File: src/rtl/arb4_mux_ctrl_pkg.sv
// Shared constants for the 4-way arbitrated mux controller: FSM encoding,
// default hold limit, hold-counter width and a one-hot helper.
package arb4_mux_ctrl_pkg;

    typedef enum logic {
        ST_IDLE  = 1'b0,
        ST_GRANT = 1'b1
    } state_t;

    localparam int MAX_HOLD_DEF = 8;
    localparam int CNT_W        = 4;

    function automatic logic [3:0] onehot4(input logic [1:0] idx);
        return 4'b0001 << idx;
    endfunction

endpackage

File: src/rtl/arb4_mux_ctrl_mux4_1.sv
// Datapath mux cells: mux2_1 and a mux4_1 built from three mux2_1 instances.
module mux2_1 (
    input  logic i_a,
    input  logic i_b,
    input  logic i_sel,
    output logic o_y
);
    assign o_y = i_sel ? i_b : i_a;
endmodule

module mux4_1 (
    input  logic [3:0] i_d,
    input  logic [1:0] i_sel,
    output logic       o_y
);
    logic w_lo;
    logic w_hi;

    mux2_1 u_lo  (.i_a(i_d[0]), .i_b(i_d[1]), .i_sel(i_sel[0]), .o_y(w_lo));
    mux2_1 u_hi  (.i_a(i_d[2]), .i_b(i_d[3]), .i_sel(i_sel[0]), .o_y(w_hi));
    mux2_1 u_out (.i_a(w_lo),   .i_b(w_hi),   .i_sel(i_sel[1]), .o_y(o_y));
endmodule

File: src/rtl/arb4_mux_ctrl_rr_pick4.sv
// Round-robin search: first requester at or after i_ptr (mod 4) that is
// requesting and not masked out by i_excl.
module rr_pick4 (
    input  logic [3:0] i_req,
    input  logic [1:0] i_ptr,
    input  logic [3:0] i_excl,
    output logic       o_found,
    output logic [1:0] o_idx
);
    logic [3:0] w_cand;

    assign w_cand = i_req & ~i_excl;

    // Walk from the farthest slot back to ptr so the nearest hit wins.
    always_comb begin
        o_found = 1'b0;
        o_idx   = i_ptr;
        for (int k = 3; k >= 0; k--) begin
            if (w_cand[i_ptr + 2'(k)]) begin
                o_found = 1'b1;
                o_idx   = i_ptr + 2'(k);
            end
        end
    end
endmodule

File: src/rtl/arb4_mux_ctrl.sv
// Round-robin arbiter with hold limit driving a mux4_1 datapath; grant,
// select and data outputs are all registered.
module arb4_mux_ctrl
    import arb4_mux_ctrl_pkg::*;
#(
    parameter int MAX_HOLD = MAX_HOLD_DEF
) (
    input  logic       clk,
    input  logic       rst,
    input  logic [3:0] req,
    input  logic [3:0] din,
    output logic [3:0] gnt,
    output logic [1:0] select,
    output logic       dout,
    output logic       dout_valid
);
    state_t           r_state, w_state_nx;
    logic [1:0]       r_owner, w_owner_nx;
    logic [1:0]       r_ptr,   w_ptr_nx;
    logic [CNT_W-1:0] r_cnt,   w_cnt_nx;
    logic [3:0]       r_gnt;
    logic [1:0]       r_sel;
    logic             r_dout;
    logic             r_dv;

    logic             w_granting;
    logic             w_release;
    logic [1:0]       w_pick_ptr;
    logic [3:0]       w_excl;
    logic             w_found;
    logic [1:0]       w_idx;
    logic [3:0]       w_mux_d;
    logic             w_mux_y;

    assign w_granting = (r_state == ST_GRANT);
    assign w_release  = w_granting &&
                        (!req[r_owner] || r_cnt == CNT_W'(MAX_HOLD - 1));
    // While granting, the search for a successor starts past the owner and skips it.
    assign w_pick_ptr = w_granting ? r_owner + 2'd1 : r_ptr;
    assign w_excl     = w_granting ? onehot4(r_owner) : 4'b0000;

    rr_pick4 u_pick (
        .i_req   (req),
        .i_ptr   (w_pick_ptr),
        .i_excl  (w_excl),
        .o_found (w_found),
        .o_idx   (w_idx)
    );

    always_comb begin
        w_state_nx = r_state;
        w_owner_nx = r_owner;
        w_ptr_nx   = r_ptr;
        w_cnt_nx   = r_cnt;
        case (r_state)
            ST_IDLE: begin
                if (w_found) begin
                    w_state_nx = ST_GRANT;
                    w_owner_nx = w_idx;
                    w_cnt_nx   = '0;
                end
            end
            ST_GRANT: begin
                if (w_release) begin
                    w_ptr_nx = r_owner + 2'd1;
                    w_cnt_nx = '0;
                    if (w_found)
                        w_owner_nx = w_idx;
                    else if (!req[r_owner])
                        w_state_nx = ST_IDLE;
                end else begin
                    w_cnt_nx = r_cnt + 1'b1;
                end
            end
            default: w_state_nx = ST_IDLE;
        endcase
    end

    always_ff @(posedge clk or posedge rst) begin
        if (rst) begin
            r_state <= ST_IDLE;
            r_owner <= 2'd0;
            r_ptr   <= 2'd0;
            r_cnt   <= '0;
        end else begin
            r_state <= w_state_nx;
            r_owner <= w_owner_nx;
            r_ptr   <= w_ptr_nx;
            r_cnt   <= w_cnt_nx;
        end
    end

    // The mux routes i_d[select] = din[3-select], so select = 3-owner picks din[owner].
    assign w_mux_d = {din[0], din[1], din[2], din[3]};

    mux4_1 u_mux (
        .i_d   (w_mux_d),
        .i_sel (r_sel),
        .o_y   (w_mux_y)
    );

    always_ff @(posedge clk or posedge rst) begin
        if (rst) begin
            r_gnt  <= 4'b0000;
            r_sel  <= 2'd0;
            r_dout <= 1'b0;
            r_dv   <= 1'b0;
        end else begin
            r_gnt <= (w_state_nx == ST_GRANT) ? onehot4(w_owner_nx) : 4'b0000;
            if (w_state_nx == ST_GRANT)
                r_sel <= 2'd3 - w_owner_nx;
            if (|r_gnt)
                r_dout <= w_mux_y;
            r_dv <= |r_gnt;
        end
    end

    assign gnt        = r_gnt;
    assign select     = r_sel;
    assign dout       = r_dout;
    assign dout_valid = r_dv;
endmodule

File: config.mk
export PLATFORM = sky130hd
export DESIGN_NAME = arb4_mux_ctrl
export DESIGN_NICKNAME = d
export VERILOG_FILES = /design/src/rtl/arb4_mux_ctrl_pkg.sv /design/src/rtl/arb4_mux_ctrl_mux4_1.sv /design/src/rtl/arb4_mux_ctrl_rr_pick4.sv /design/src/rtl/arb4_mux_ctrl.sv
export SDC_FILE = /design/constraint.sdc
export NUM_CORES = 1
export LEC_CHECK = 0
export ABC_AREA = 1
export BUFFER_PORTS_ARGS = -buffer_cell sky130_fd_sc_hd__clkbuf_2
export CAP_MARGIN = 20
export CELL_PAD_IN_SITES_DETAIL_PLACEMENT = 0
export CELL_PAD_IN_SITES_GLOBAL_PLACEMENT = 1
export CORE_ASPECT_RATIO = 1.25
export CORE_MARGIN = 2
export CORE_UTILIZATION = 36
export CTS_CLUSTER_SIZE = 24
export DETAILED_ROUTE_END_ITERATION = 12
export PLACE_DENSITY_LB_ADDON = 0.1
export SYNTH_ARGS = -nofsm -noshare
export SYNTH_HDL_FRONTEND = slang
export SYNTH_SLANG_ARGS = --single-unit
File: constraint.sdc
create_clock -name clk -period 2 [get_ports clk]
set_clock_uncertainty 0.15 [all_clocks]
set_input_delay 0.3 -clock clk [delete_from_list [all_inputs] [get_ports clk]]
set_output_delay 0.3 -clock clk [all_outputs]
set_load 0.01 [all_outputs]
### Word level (Yosys, flattened, before mapping)

Index checks and enable logic that the tools add are counted.

* equality and inequality tests: 2
* bitwise gates (word level): 3
* order comparisons: 5
* reductions and logical operators: 5
* shift operators: 2
* mux-type cells: 35
* add/subtract/negate cells: 6

Operator list (count)
* $mux 1: 16
* $mux 4: 4
* $lt 2x3->1 const B: 5
* $mux 2: 7
* $bmux 1 s2: 5
* $pmux 4 s2: 1
* $shl 1x2->4 const A: 2
* $add 2x1->2 const B: 2
* $add 2x2->2 const B: 2
* $add 4x1->4 const B: 1
* $and 4x4->4: 1
* $eq 4x3->1 const B: 1
* $not 4->4: 1
* $pmux 2 s2: 1
* $reduce_or 4->1: 1
* $ne 2x1->1 const B: 1
* $pmux 1 s2: 1
* $reduce_and 2->1: 1
* $sub 2x2->2 const A: 1
* $logic_and 1x1->1: 1
* $logic_not 1->1: 1
* $logic_or 1x1->1: 1
* $not 1->1: 1

* logic and storage cells: 66
* output and inout bits: 8
* register bits: 17
* input bits: 10

### Depth between registers and ports, before layout

* depth after elaboration: 15
* depth in mapped cells: 18
* mapped depth without buffers: 18

### Cells and area by module

From an unflattened synthesis, not the netlist that was laid out.

* cell total of the unflattened synthesis: 177
* area, all modules: 1212.4 um2

By module, submodules not included
* arb4_mux_ctrl: seq. area each 425.4 um2, cells an instance 114, area each 917.1 um2, times used 1
* rr_pick4: seq. area each 0.0 um2, cells an instance 51, area each 250.2 um2, times used 1
* mux2_1: seq. area each 0.0 um2, cells an instance 4, area each 15.0 um2, times used 3

### Worst setup path before layout

Ideal clock, no wire load.

* path kind: reg2reg
* start: reg r_owner[0]
* end: reg r_gnt[1] (netlist: gnt[1])
* path slack: -0.063 ns
* cell stages (with the launch flop): 17
* arrival time: 1.797 ns
* setup time: 0.115 ns
* period minus slack after synthesis: 2.063 ns
* buffers on the path: 0
* required time: 1.735 ns
* cells stage by stage: dfrtp_1 -> inv_2 -> ha_1 -> inv_1 -> nand2_1 -> nand2_1 -> nand2_1 -> nand2_1 -> nand2_1 -> nand2_1 -> nor2_2 -> nand2_2 -> inv_4 -> o21ai_2 -> nand2_2 -> nand2_2 -> nor2_1

* cells in the longest elaborated chain, start to end: 15

Ends and longest elaborated chain
* start: declaration: line arb4_mux_ctrl.sv:18 `logic [1:0] r_owner, w_owner_nx;`
* start signal: assignment: line arb4_mux_ctrl.sv:87 `r_owner <= w_owner_nx;`
* branches (longest 12 deep; another with $add 2x1->2)
* $pmux 2 s2 (*): line arb4_mux_ctrl.sv:55 `case (r_state)`
* via w_owner_nx[0]: line arb4_mux_ctrl.sv:18
* $shl 1x2->4 (*): line arb4_mux_ctrl_pkg.sv:14 `return 4'b0001 << idx;`
* $mux 4 (*): line arb4_mux_ctrl.sv:109 `r_gnt <= (w_state_nx == ST_GRANT) ? onehot4(w_owner_nx) : 4'b0000;`
* end signal: assignment: line arb4_mux_ctrl.sv:109
* end: declaration: line arb4_mux_ctrl.sv:21 `logic [3:0] r_gnt;`

Mark *: on every way through the listed nets, which the timed path passes. The select of a mux whose other input is x is not followed.
A chain may end at the register's enable or synchronous reset.

### Worst setup path after layout

Same ends and word-level chain as after synthesis.

==> run_results.csv <==
group,metric,value,unit
run_status,status,"complete, but fails checks",
run_status,failed_checks,"negative setup slack",
global_routing,grt_usage,16.4,%
floorplanning,ios,18,
final_layout,final_cells,248,
global_routing,grt_pass1_vias,1174,
cts,clk_latency,250,ps
sta,setup_violations,12,
worst_hold_path,min_path_cells,3,
placed_design,port_buffers,17,
worst_setup_path,ff2ff_path_depth,18,
worst_setup_path,reg2reg_to,"gnt[1]",
logic_synthesis,synth_cell_types,24,
logic_synthesis,ys_async_sr_fraction,100,%
sta,setup_slack,-148,ps
sta,rsz0062_at_grt,"true",
sta,hold_viol,0,
drt,dr.pass1.iters,5,
final_layout,diodes,0,
worst_setup_path,worstPathArrival,2140,ps
floorplanning,initial_utilization,37.7,%
final_layout,multi_input_area,851,µm²
logic_synthesis,ys_ff_latch,17,
logic_synthesis,avgSynthCellArea,7.10,µm²
drt,wl_per_cell,11.7,µm
worst_hold_path,hold_path_startpoint,"din[0]",
cts,ctsHtreeMaxLevel,1,
floorplanning,core_area,0.00322,mm²
drt,drt_iter0_drc,20,
drt,vias,1193,
logic_synthesis,synth_seq_area_share,35.1,%
logic_synthesis,synth-main-ff-cell,"dfrtp_1",
global_routing,grt_max_degree,18,
drt,postRouteAntennaNets,0,
floorplanning,num_rows,23,
worst_setup_path,critPathKind,"register to register",
final_layout,syn_to_final_growth,41.5,%
floorplanning,fp.dieH,68.9,µm
worst_hold_path,hold_end,"dout",
placed_design,dp_hpwl,2250,µm
cts,path_clk_slew,70,ps
worst_setup_path,reg2reg_slack,-150,ps
sta,max_slew_margin,58.5,%
sta,period_needed,2150,ps
flow_run,drv_cap,0,
floorplanning,die_area,0.00385,mm²
cts,clock-sinks,17,
final_layout,regArea,428,µm²
sta,whs,204,ps
logic_synthesis,syn_inst,171,
placed_design,placedCellCount,237,
cts,root_buffer,"clkbuf_8",
logic_synthesis,synth_edf_count,0,
worst_setup_path,reg2reg_from,"r_owner[0]",
final_layout,drive_gt1_share,47.9,%
worst_setup_path,cp-start-kind,"register",
logic_synthesis,syn_nets,186,
global_routing,grt_overflow,0,
worst_hold_path,holdCritPathClass,"primary input to register",
drt,wl,2900,µm
logic_synthesis,synth_area,0.00121,mm²
cts,cts_tree,"yes",
drt,route.detailed.drc,0,
cts,numCtsBuffers,3,
sta,slew_violations,0,
final_layout,nFillCells,350,
global_routing,antenna_found_initial,0,
sta,fmax,0.466,GHz
sta,setup_tns,-816,ps
sta,worst_pin_slew,622,ps
worst_setup_path,cp.required,2000,ps
final_layout,fin_nets,227,
worst_setup_path,cp_max_fo,5,
drt,vias_per_cell,4.81,
logic_synthesis,synth_warnings,0,
worst_setup_path,cp-startpoint,"r_owner[0]",
placed_design,routabilityCongestion,0.798,
worst_setup_path,end_kind,"register",
sta,timing.final.crit_share,107,%
global_routing,grt_pass1_wl,5040,µm
placed_design,dp_worst_setup_slack,-160,ps
floorplanning,die_w,55.9,µm
cts,clock_path_buffers,2,
## logic make-up after synthesis
family	count (synthesis)	share of synthesized area (%)
AOI/OAI and AO/OA	20	10.3
and+or+nand+nor	103	39.6
adders and majority gates	5	5.15
DFF	17	35.1
xor gates and xnor gates	1	0.722
buffers and inverters	25	9.18
## what timing repair did
action	in CTS	in global routing
hold endpoints to repair	17	0
hold buffers	1	0
resized for setup	17	33
setup endpoints to repair	12	13
pin swaps	5	19
buffers inserted	4	2
## worst max-delay path: stages, from the launching register on
cell	delay [ps]
dfrtp_2	450
inv_4	90
ha_4	200
inv_2	60
nand2_2	50
nand2_4	110
nand2_4	60
nand2_4	90
nand2_4	70
nand2_4	90
inv_2	40
nand2_2	50
nand3_2	50
nand2_1	70
nand2_1	70
nand2_2	130
nand2_4	80
nand2_4	90
nor2_2	30
## registers in the layout, indices dropped and copies added (netlist names)
register / flops
gnt: 4
r_cnt: 4
r_owner: 2
r_ptr: 2
select: 2
dout: 1
dout_valid: 1
r_state: 1
## synth_stat cells, types with 2 or more instances
cell type	instances	share of area, %
dfrtp_1	17	35
inv_1	19	5.9
nand2_2	12	6.2
inv_2	2	0.62
a21oi_1	3	1.2
o211ai_1	2	1.2
nand3_1	13	5.4
nor2_1	11	3.4
buf_4	2	1.2
nor2_2	3	1.5
nand2_4	3	2.8
ha_1	5	5.2
o21ai_0	11	4.5
nand2_1	58	18
## per-layer routing
metal	wire, µm	GRT usage [%]	part of all wire, %	vias up
li1	-	-	-	621
met1	1170	17.5	40	545
met2	1590	33.0	55	21
met3	62	1.31	2.1	6
met4	70	7.74	2.4	0
met5	0	0	0	-
## final cells by class
type / instances / area share, %
repair buffers: 39 / 14.9
flip-flops and latches: 17 / 24.9
clock buffers: 3 / 2.40
multi-input cells: 129 / 49.5
clock inverters: 1 / 0.437
well taps: 37 / 2.69
inverters: 22 / 5.10
## layout by cell type (no fill, tap or decap)
cell type | Yosys | final
inv_1 | 19 | 14
clkinvlp_4 | 0 | 1
inv_4 | 1 | 2
dfrtp_2 | 0 | 2
buf_4 | 2 | 20
nor2_1 | 11 | 8
buf_6 | 1 | 1
nor2_2 | 3 | 4
nand3_2 | 1 | 2
inv_2 | 2 | 6
o211ai_1 | 2 | 2
nand3_4 | 0 | 1
nand3_1 | 13 | 11
dlygate4sd3_1 | 0 | 1
dfrtp_1 | 17 | 15
ha_2 | 0 | 1
nand2_2 | 12 | 18
clkbuf_8 | 0 | 3
a22o_1 | 1 | 1
xor2_1 | 1 | 1
o21ai_0 | 11 | 9
ha_1 | 5 | 3
nand2_1 | 58 | 39
a21oi_1 | 3 | 3
o21ai_2 | 1 | 1
ha_4 | 0 | 1
nor2_4 | 1 | 3
nand2_4 | 3 | 16
clkbuf_2 | 0 | 17
a31oi_1 | 1 | 1
o21ai_4 | 1 | 2
o21ai_1 | 0 | 1
or4_1 | 1 | 1
## worst max-delay path by stage
stage                     cells past startpoint  slack [ps]         to
after CTS                                    17        -100     gnt[3]
after floorplan                              17           7     gnt[1]
after global placement                       18        -130     gnt[1]
final                                        18        -150     gnt[1]
after detailed placement                     16        -160  select[0]
after global routing                         18        -270     gnt[1]
## per-stage QoR
| step | utilization [%] | instance area (µm²) |
|---|---|---|
| 3_3_place_gp | 45.2 | 1460 |
| 2_1_floorplan | - | 1240 |
| 6_report | 53.3 | 1720 |
| 5_1_grt | 53.3 | 1720 |
| 4_1_cts | 49.0 | 1580 |
| 3_5_place_dp | 45.2 | 1460 |
Power is not shown: default switching activity piles up to over one toggle a cycle in this logic, so the estimate is an artifact.
